$ cat src/rtl/operand_stack_pkg.sv
// wasm_stack_pkg: op and status encodings shared by the operand stack and its users.
package wasm_stack_pkg;
  typedef enum logic [2:0] {
    OP_NONE, OP_PUSH, OP_POP, OP_REPLACE, OP_BINOP, OP_DUP, OP_SWAP, OP_FLUSH
  } stack_op_t;
  typedef enum logic [1:0] {ST_NONE, ST_EMPTY, ST_UNDERFLOW, ST_OVERFLOW} stack_status_t;
endpackage

$ cat src/rtl/operand_stack_if.sv
// operand_stack_if: decoder/ALU-facing op, operand and peek bundle of the operand stack.
interface operand_stack_if #(parameter int WIDTH = 32, parameter int DEPTH = 6) ();
  import wasm_stack_pkg::*;
  stack_op_t op;
  logic [WIDTH-1:0] data;
  logic [DEPTH-1:0] peek_idx;
  logic [WIDTH-1:0] tos;
  logic [WIDTH-1:0] nos;
  logic [WIDTH-1:0] peek_data;
  logic peek_valid;
  logic [DEPTH:0] count;
  logic full;
  stack_status_t status;
  modport master (output op, data, peek_idx, input tos, nos, peek_data, peek_valid, count, full, status);
  modport slave (input op, data, peek_idx, output tos, nos, peek_data, peek_valid, count, full, status);
endinterface

$ cat src/rtl/operand_stack_ram.sv
// stack_ram: entry storage with two async read ports and two write ports (second one serves SWAP).
module stack_ram #(parameter int WIDTH = 32, parameter int DEPTH = 6) (
  input  logic clk,
  input  logic we0,
  input  logic [DEPTH-1:0] wa0,
  input  logic [WIDTH-1:0] wd0,
  input  logic we1,
  input  logic [DEPTH-1:0] wa1,
  input  logic [WIDTH-1:0] wd1,
  input  logic [DEPTH-1:0] ra_a,
  input  logic [DEPTH-1:0] ra_b,
  output logic [WIDTH-1:0] rd_a,
  output logic [WIDTH-1:0] rd_b
);
  logic [WIDTH-1:0] mem [1 << DEPTH];
  always_ff @(posedge clk) begin
    if (we0) mem[wa0] <= wd0;
    if (we1) mem[wa1] <= wd1;
  end
  assign rd_a = mem[ra_a];
  assign rd_b = mem[ra_b];
endmodule

$ cat src/rtl/operand_stack.sv
// operand_stack: Wasm operand stack with shadow TOS/NOS registers, status reporting and a registered peek port.
module operand_stack import wasm_stack_pkg::*; #(parameter int WIDTH = 32, parameter int DEPTH = 6) (
  input logic clk,
  input logic reset,
  operand_stack_if.slave s
);
  localparam logic [DEPTH:0] MAX = (DEPTH+1)'(1) << DEPTH;
  localparam logic [DEPTH:0] C2 = (DEPTH+1)'(2);
  localparam logic [DEPTH:0] C3 = (DEPTH+1)'(3);
  localparam logic [DEPTH-1:0] A1 = DEPTH'(1);
  localparam logic [DEPTH-1:0] A2 = DEPTH'(2);
  localparam logic [DEPTH-1:0] A3 = DEPTH'(3);
  logic [DEPTH:0] cnt, cnt_n;
  logic [DEPTH-1:0] c, wa0;
  logic [WIDTH-1:0] tos, nos, tos_n, nos_n, pk_d, wd0, rd_deep, rd_pk, deep;
  logic pk_v, pv, ovf, udf, legal, we0, we1;
  stack_status_t st, st_n;
  stack_op_t op;
  assign op = s.op;
  assign c = cnt[DEPTH-1:0];
  assign ovf = (op == OP_PUSH || op == OP_DUP) && cnt == MAX;
  assign udf = ((op == OP_POP || op == OP_REPLACE || op == OP_DUP) && cnt == '0) ||
               ((op == OP_BINOP || op == OP_SWAP) && cnt < C2);
  assign legal = op != OP_NONE && !ovf && !udf;
  assign pv = {1'b0, s.peek_idx} < cnt;
  assign deep = cnt >= C3 ? rd_deep : '0;
  stack_ram #(.WIDTH(WIDTH), .DEPTH(DEPTH)) u_ram (
    .clk(clk), .we0(we0), .wa0(wa0), .wd0(wd0), .we1(we1), .wa1(c - A2), .wd1(tos),
    .ra_a(c - A3), .ra_b(c - A1 - s.peek_idx), .rd_a(rd_deep), .rd_b(rd_pk)
  );
  always_comb begin
    cnt_n = cnt;
    tos_n = tos;
    nos_n = nos;
    we0 = 1'b0;
    we1 = 1'b0;
    wa0 = c;
    wd0 = s.data;
    if (legal)
      case (op)
        OP_PUSH: begin we0 = 1'b1; nos_n = tos; tos_n = s.data; cnt_n = cnt + 1'b1; end
        OP_POP: begin tos_n = nos; nos_n = deep; cnt_n = cnt - 1'b1; end
        OP_REPLACE: begin we0 = 1'b1; wa0 = c - A1; tos_n = s.data; end
        OP_BINOP: begin we0 = 1'b1; wa0 = c - A2; tos_n = s.data; nos_n = deep; cnt_n = cnt - 1'b1; end
        OP_DUP: begin we0 = 1'b1; wd0 = tos; nos_n = tos; cnt_n = cnt + 1'b1; end
        OP_SWAP: begin we0 = 1'b1; we1 = 1'b1; wa0 = c - A1; wd0 = nos; tos_n = nos; nos_n = tos; end
        OP_FLUSH: begin cnt_n = '0; tos_n = '0; nos_n = '0; end
        default: ;
      endcase
    st_n = ovf ? ST_OVERFLOW : udf ? ST_UNDERFLOW : op == OP_NONE ? st : cnt_n == '0 ? ST_EMPTY : ST_NONE;
  end
  always_ff @(posedge clk or negedge reset)
    if (!reset) begin
      cnt <= '0;
      tos <= '0;
      nos <= '0;
      st <= ST_EMPTY;
      pk_d <= '0;
      pk_v <= 1'b0;
    end else begin
      cnt <= cnt_n;
      tos <= tos_n;
      nos <= nos_n;
      st <= st_n;
      pk_v <= pv;
      pk_d <= pv ? rd_pk : '0;
    end
  assign s.tos = tos;
  assign s.nos = nos;
  assign s.count = cnt;
  assign s.full = cnt == MAX;
  assign s.status = st;
  assign s.peek_data = pk_d;
  assign s.peek_valid = pk_v;
endmodule

$ cat src/flat_wrapper.sv
// flat-port wrapper written by rule: the top's interface ports become plain ports
module operand_stack_flat import wasm_stack_pkg::*;
#(parameter int WIDTH = 32, parameter int DEPTH = 6)
  (clk, reset, s_op, s_data, s_peek_idx, s_tos, s_nos, s_peek_data, s_peek_valid, s_count, s_full, s_status);
  operand_stack_if #(.WIDTH(WIDTH), .DEPTH(DEPTH)) s_i ();
  input logic clk;
  input logic reset;
  input wire logic [$bits(s_i.op)-1:0] s_op;
  input wire logic [$bits(s_i.data)-1:0] s_data;
  input wire logic [$bits(s_i.peek_idx)-1:0] s_peek_idx;
  output wire logic [$bits(s_i.tos)-1:0] s_tos;
  output wire logic [$bits(s_i.nos)-1:0] s_nos;
  output wire logic [$bits(s_i.peek_data)-1:0] s_peek_data;
  output wire logic [$bits(s_i.peek_valid)-1:0] s_peek_valid;
  output wire logic [$bits(s_i.count)-1:0] s_count;
  output wire logic [$bits(s_i.full)-1:0] s_full;
  output wire logic [$bits(s_i.status)-1:0] s_status;
  assign s_i.op = s_op;
  assign s_i.data = s_data;
  assign s_i.peek_idx = s_peek_idx;
  assign s_tos = s_i.tos;
  assign s_nos = s_i.nos;
  assign s_peek_data = s_i.peek_data;
  assign s_peek_valid = s_i.peek_valid;
  assign s_count = s_i.count;
  assign s_full = s_i.full;
  assign s_status = s_i.status;
  operand_stack #(.WIDTH(WIDTH), .DEPTH(DEPTH)) u_core (.clk(clk), .reset(reset), .s(s_i));
endmodule
$ cat config.mk
export PLATFORM = sky130hd
export DESIGN_NAME = operand_stack_flat
export DESIGN_NICKNAME = d
export VERILOG_FILES = /design/src/rtl/operand_stack_pkg.sv /design/src/rtl/operand_stack_if.sv /design/src/rtl/operand_stack_ram.sv /design/src/rtl/operand_stack.sv /design/src/flat_wrapper.sv
export SDC_FILE = /design/constraint.sdc
export NUM_CORES = 2
export LEC_CHECK = 0
export BUFFER_PORTS_ARGS = -buffer_cell sky130_fd_sc_hd__buf_2
export CAP_MARGIN = 5
export CORE_MARGIN = 2
export CORE_UTILIZATION = 40
export DETAILED_ROUTE_END_ITERATION = 10
export PLACE_DENSITY = 0.52
export SETUP_SLACK_MARGIN = 0.15
export SYNTH_ARGS = -nofsm -noshare
export SYNTH_HDL_FRONTEND = slang
export SYNTH_SLANG_ARGS = --single-unit
$ cat constraint.sdc
create_clock -name clk -period 14 [get_ports clk]
set_clock_uncertainty 0.2 [all_clocks]
set_input_delay 2.1 -clock clk [delete_from_list [all_inputs] [get_ports clk]]
set_output_delay 2.1 -clock clk [all_outputs]
set_load 0.02 [all_outputs]
# Word-level counts from Yosys, hierarchy flattened

Memory sizes are Yosys's and may differ from the RTL's.
Cells that the tools add are included.
Widths: inputs -> output; s select.

Register bits after elaboration: 106
Memory bits (writable): 2048
Output and inout bits: 107
Logic and storage cells: 74
Memories: 1

Magnitude comparators: 3
Equal/unequal tests: 9
Reductions and logical operators: 27
Multiplexer cells: 22
$add $sub $neg: 6

Memories:

| name             | depth | bits a word | read ports | clocked after Yosys merged registers in | wr ports | line                    | RTL |
|---|---|---|---|---|---|---|---|
| u_core.u_ram.mem | 64    | 32          | 2          | 0                                       | 2        | operand_stack_ram.sv:15 | `logic [WIDTH-1:0] mem [1 << DEPTH];` |

Operator list:

| cell                | count |
|---|---|
| $pmux 32 s3         | 2 |
| $mux 32             | 3 |
| $pmux 32 s2         | 1 |
| $pmux 7 s3          | 1 |
| $logic_not 7->1     | 2 |
| $eq 3x3->1 const B  | 4 |
| $pmux 6 s2          | 1 |
| $sub 6x2->6 const B | 2 |
| $mux 1              | 9 |
| $reduce_bool 3->1   | 3 |
| $reduce_or 2->1     | 4 |
| $add 7x1->7 const B | 1 |
| $eq 7x7->1 const B  | 1 |
| $ge 7x2->1 const B  | 1 |
| $lt 6x7->1          | 1 |
| $lt 7x2->1 const B  | 1 |
| $mux 7              | 1 |
| $sub 7x1->7 const B | 1 |
| $eq 3x2->1 const B  | 2 |
| $mux 2              | 3 |
| $mux 6              | 1 |
| $reduce_or 3->1     | 2 |
| $sub 6x1->6 const B | 1 |
| $sub 6x6->6         | 1 |
| other kinds (8)     | 18 |

# Logic depth before layout (Yosys ltp)

Word-level depth: 13
Gate-level depth with buffers: 19
Mapped depth without buffers: 12

# Modules after synthesis

From an unflattened synthesis, not the netlist that was laid out.

Cells, all modules: 8036
Area, all modules: 126118.5 µm²

By module, submodules not included:

| module        | seq. area each (µm²) | area each (µm²) | instances | cells each |
|---|---|---|---|---|
| stack_ram     | 61499.0              | 120113.9        | 1         | 7346 |
| operand_stack | 2653.8               | 6004.5          | 1         | 690 |

# Worst setup path after synthesis

OpenSTA, ideal clock, no wires.

Path type: input -> register
Start point: input port s_op[1]
End point: memory u_core.u_ram.mem[11][0], enable pin
Library setup time: 0.511 ns
Required time: 13.289 ns
Arrival time: 6.883 ns
Slack: 6.407 ns
Stages: 8
Path through: buf_2 and3b_1 and2_1 o21ai_1 clkbuf_1 nand2_1 o32a_1 o41ai_1

RTL lines:

| element     | line                    | RTL |
|---|---|---|
| from (decl) | flat_wrapper.sv:8       | `input wire logic [$bits(s_i.op)-1:0] s_op;` |
| to (decl)   | operand_stack_ram.sv:15 |  |

# Final worst setup path

Start point: register u_core.cnt[1], in the netlist u_core.s.count[1]
End point: register u_core.pk_d[13], in the netlist u_core.s.peek_data[13]

Word-level cells in the longest chain between the ends: 4
Elaborated cells on any way between the ends: 5

RTL lines:

| element                | line                | RTL |
|---|---|---|
| from (decl)            | operand_stack.sv:13 | `logic [DEPTH:0] cnt, cnt_n;` |
| from (signal assigned) | operand_stack.sv:61 | `cnt <= cnt_n;` |
| $sub 6x1->6            | operand_stack.sv:29 | `.ra_a(c - A3), .ra_b(c - A1 - s.peek_idx), .rd_a(rd_deep), .rd_b(rd_pk)` |
| $sub 6x6->6            | operand_stack.sv:29 |  |
| $mem_v2 64x32          | -                   |  |
| $mux 32 *              | operand_stack.sv:66 | `pk_d <= pv ? rd_pk : '0;` |
| to (signal assigned)   | operand_stack.sv:66 |  |
| to (decl)              | operand_stack.sv:15 | `logic [WIDTH-1:0] tos, nos, tos_n, nos_n, pk_d, wd0, rd_deep, rd_pk, deep;` |

Every way passes the cells marked *; elsewhere a longest branch is shown, timed or not.
A chain may end at the register's enable or synchronous reset.

==> metrics.md <==
| Metric | Value |
|---|---|
| Distinct cell type count after synthesis | `76` |
| First-pass DRT Iterations | `9` |
| Layout fillers | `approximately 27000` |
| Largest fanout on the critical path | `47` |
| Total Routed Length | `roughly 620000 um` |
| Async set or reset register ratio after synthesis | `under 10%` |
| Htree depth | `4` |
| Crit start category | `register` |
| CTS Buffer Depth | `4` |
| Pwr dens | `approximately 300 mW/mm^2` |
| #FFs+latches synth | `approximately 2200` |
| Share of cells above drive strength 1 | `27.52%` |
| Register area share after synthesis | `52.34%` |
| IO buf count | `between 100 and 150` |
| Vias in the first global route | `approximately 90000` |
| Post-synth EDFFs | `roughly 2000` |
| GPL Wtd Cong | `1.004` |
| Chip height | `approximately 560 um` |
| Row Count | `203` |
| Critical path's top delay family | `adder cells` |
| CP max-delay cell | `fa_4` |
| Multi-input gate area | `around 0.055 mm^2` |
| Routed Antenna Nets | `0` |
| Max-slew violations | `11` |
| Instance area after placement | `0.1282 mm^2` |
| Ranking of synthesized cells by area | `edfxtp_1 50%, mux4_2 21%, a22o_1 9.4%` |
| Reg2reg end | `u_core.s.peek_data[13]` |
| Placeable core region | `between 0.3 and 0.4 mm^2` |
| Sink Count | `2154` |
| Global-route usage over all layers | `39.08%` |
| Finish-stage setup viols | `0` |
| Post-Synthesis Cells | `8853` |
| DR vias/cell | `roughly 7.5` |
| Avg Synthesized Cell Area | `between 10 and 15 um^2` |
| HP Class | `register to register` |
| Post-CTS setup repair buffer count | `0` |
| Area grow syn2layout | `11.37%` |
| WS Path Type | `register to register` |
| Final hold vios | `0` |
| Mapped Area | `~0.12 mm^2` |
| Hold buffer count at CTS | `0` |
| Synthesized Nets | `~8900` |
| Relative slew slack | `-9.458%` |
| MaxCap Viol Count | `6` |
| CTS tree | `done` |
| Commonest cells post-synth | `2048 x edfxtp_1, 1320 x a22o_1, 1196 x nand2_1` |
| First-pass GRT wire length | `approximately 820000 um` |
| I/O pins | `150` |
| P_leak | `44.23 nW` |
| Post-route setup slack | `between 5000 and 6000 ps` |
| Final period util | `approximately three fifths` |
| Setup TNS | `0 ps` |
| CP Data Required Time | `around 15000 ps` |
| WHS Endpoint | `u_core.s.nos[30]` |
| Buf/Inv on CP | `4` |
| Die W | `557.6 um` |
| Post-synth top area share | `between 50% and 60%` |
| Reg2reg path depth | `10` |
| Largest net degree at the start of global routing | `about 130` |
| Die ar. | `roughly 0.31 mm^2` |
| Main synth FF type | `edfxtp_1` |
| Clock-pin slew on the worst setup and hold paths | `around 60 ps` |
| Place WS | `between 5000 and 6000 ps` |
| Fmax achieved | `between 100 and 150 MHz` |
| Warnings from Yosys | `0` |
| Remaining DRCs | `0` |
| Final-stage net count | `8506` |
| Worst Setup End Kind | `register` |
| Outcome | `finished with violations` |
| CTS resizes | `0` |
| WL per Instance | `around 48 um` |
| Iteration-0 DRC Markers | `approximately 18000` |
| R2r startpoint | `u_core.s.count[1]` |
| Worst IR Drop VDD | `slightly above 0.6 mV` |
| Tmin final | `~8100 ps` |
| Most instantiated library cell after synthesis | `edfxtp_1` |
| Post-synth top area cell | `edfxtp_1` |
| FF-to-FF setup slack | `around 5900 ps` |
| Initial antenna violation count | `53` |
| Failing checks | `capacitance limit, slew limit` |
| DP HPWL | `around 360000 um` |
| Critical Path Max Stage Delay | `1400 ps` |
| Crit path cell chain | `inv_1 -> ha_4 -> inv_1 -> fa_4 -> buf_4 -> buf_4 -> mux4_2 -> mux4_2 -> mux2i_1 -> o22ai_1` |
| Unrepaired setup endpoints after global routing | `false` |
| Overflow after GRT | `0` |
| Clock buffer count from CTS | `approximately 240` |
| Clock Latency Late Sink | `roughly 990 ps` |
| Initial core utilization | `40.15%` |
| WP data arrival | `approximately 8700 ps` |
| Root buf cell | `clkbuf_16` |
| Final Instance Area | `between 0.1 and 0.15 mm^2` |
| Flip-flop and latch area | `0.06427 mm^2` |
| Worst Hold Launch | `u_core.s.nos[30]` |
| Least-Margin Pin Slew | `between 1500 and 2000 ps` |
| Hold Crit Depth | `2` |
| Routed via count | `a little under 100k` |
## where the power goes
part | internal (mW) | switching (mW) | leakage [nW]
Sequential | 7.90 | 0.914 | 19.8
Combinational | 8.98 | 17.0 | 20.6
Clock | 3.82 | 2.87 | 3.87
Total | 20.7 | 20.8 | 44.2
## placed cells by master, fill, tap and decap left out, types with 100 or more instances in the layout
cell type	n
mux4_2	1160
edfxtp_1	2048
nand2_1	1144
o21ai_0	857
o22ai_1	100
clkbuf_16	246
buf_2	148
buf_4	392
mux2i_1	186
a22o_1	1284
## routing by layer
metal | share of wire (%) | up-vias | global-route usage (%)
met2 | 41 | 9168 | 54.13
li1 | - | 35130 | -
met4 | 9.2 | 22 | 29.31
met1 | 34 | 50020 | 48.13
met5 | 0.088 | - | 0.4785
met3 | 16 | 1894 | 16.82
## logic make-up (layout without fill, tap and decap cells)
logic type	count (synthesis)	count (layout)	share of synthesized area, %
mux	1349	1349	22.86
fa+ha+maj	21	21	0.2205
other cells	0	62	0
buf+inv	1237	1031	4.214
compound gates	2596	2596	15.28
xor+xnor	21	21	0.1623
simple gates	1475	1475	4.930
flops	2154	2154	52.34
## how the worst max path moves through the flow
stage,from,to,slack (ps),cells past startpoint
after floorplan,s_op[1],u_core.u_ram.mem[11][0],6410,8
after global placement,s_peek_idx[0],u_core.s.peek_data[19],5800,10
after detailed placement,s_peek_idx[0],u_core.s.peek_data[13],5890,10
after CTS,u_core.s.count[1],u_core.s.peek_data[13],6230,10
after global routing,u_core.s.count[1],u_core.s.peek_data[13],5740,10
final,u_core.s.count[1],u_core.s.peek_data[13],5870,10
## area by class of cell
class                           instances  share of cell area, %
Tap cell                             4100                  3.758
Sequential cell                      2154                  47.08
Clock inverter                        123                  1.021
Timing Repair Buffer                  562                  3.028
Antenna cell                           62                 0.1137
Clock buffer                          328                  4.845
Multi-Input combinational cell       5462                  40.10
Inverter                               18                0.04949
## flip-flops by register name, indices dropped and copies added, names as in the netlist
register / flops
u_core.u_ram.mem: 2048
u_core.s.nos: 32
u_core.s.peek_data: 32
u_core.s.tos: 32
u_core.s.count: 7
u_core.s.status: 2
u_core.s.peek_valid: 1
## per-stage QoR
step	total power [mW]	std cells	hold WS, ps	util (%)
2_1_floorplan	22.25	8853	383.2	-
3_3_place_gp	33.31	12290	390.7	41.97
3_5_place_dp	33.35	12290	394.2	42.00
4_1_cts	39.95	12740	409.6	44.63
5_1_grt	41.54	12780	443.4	44.69
6_report	41.52	12810	425.1	44.71
## worst reg2reg max path, cell delays in order (launching register included)
cell and delay, ps:
dfrtp_1 730, inv_1 420, ha_4 950, inv_1 250, fa_4 1400, buf_4 750
buf_4 940, mux4_2 700, mux4_2 580, mux2i_1 900, o22ai_1 170
(Power assumes the default switching activity.)
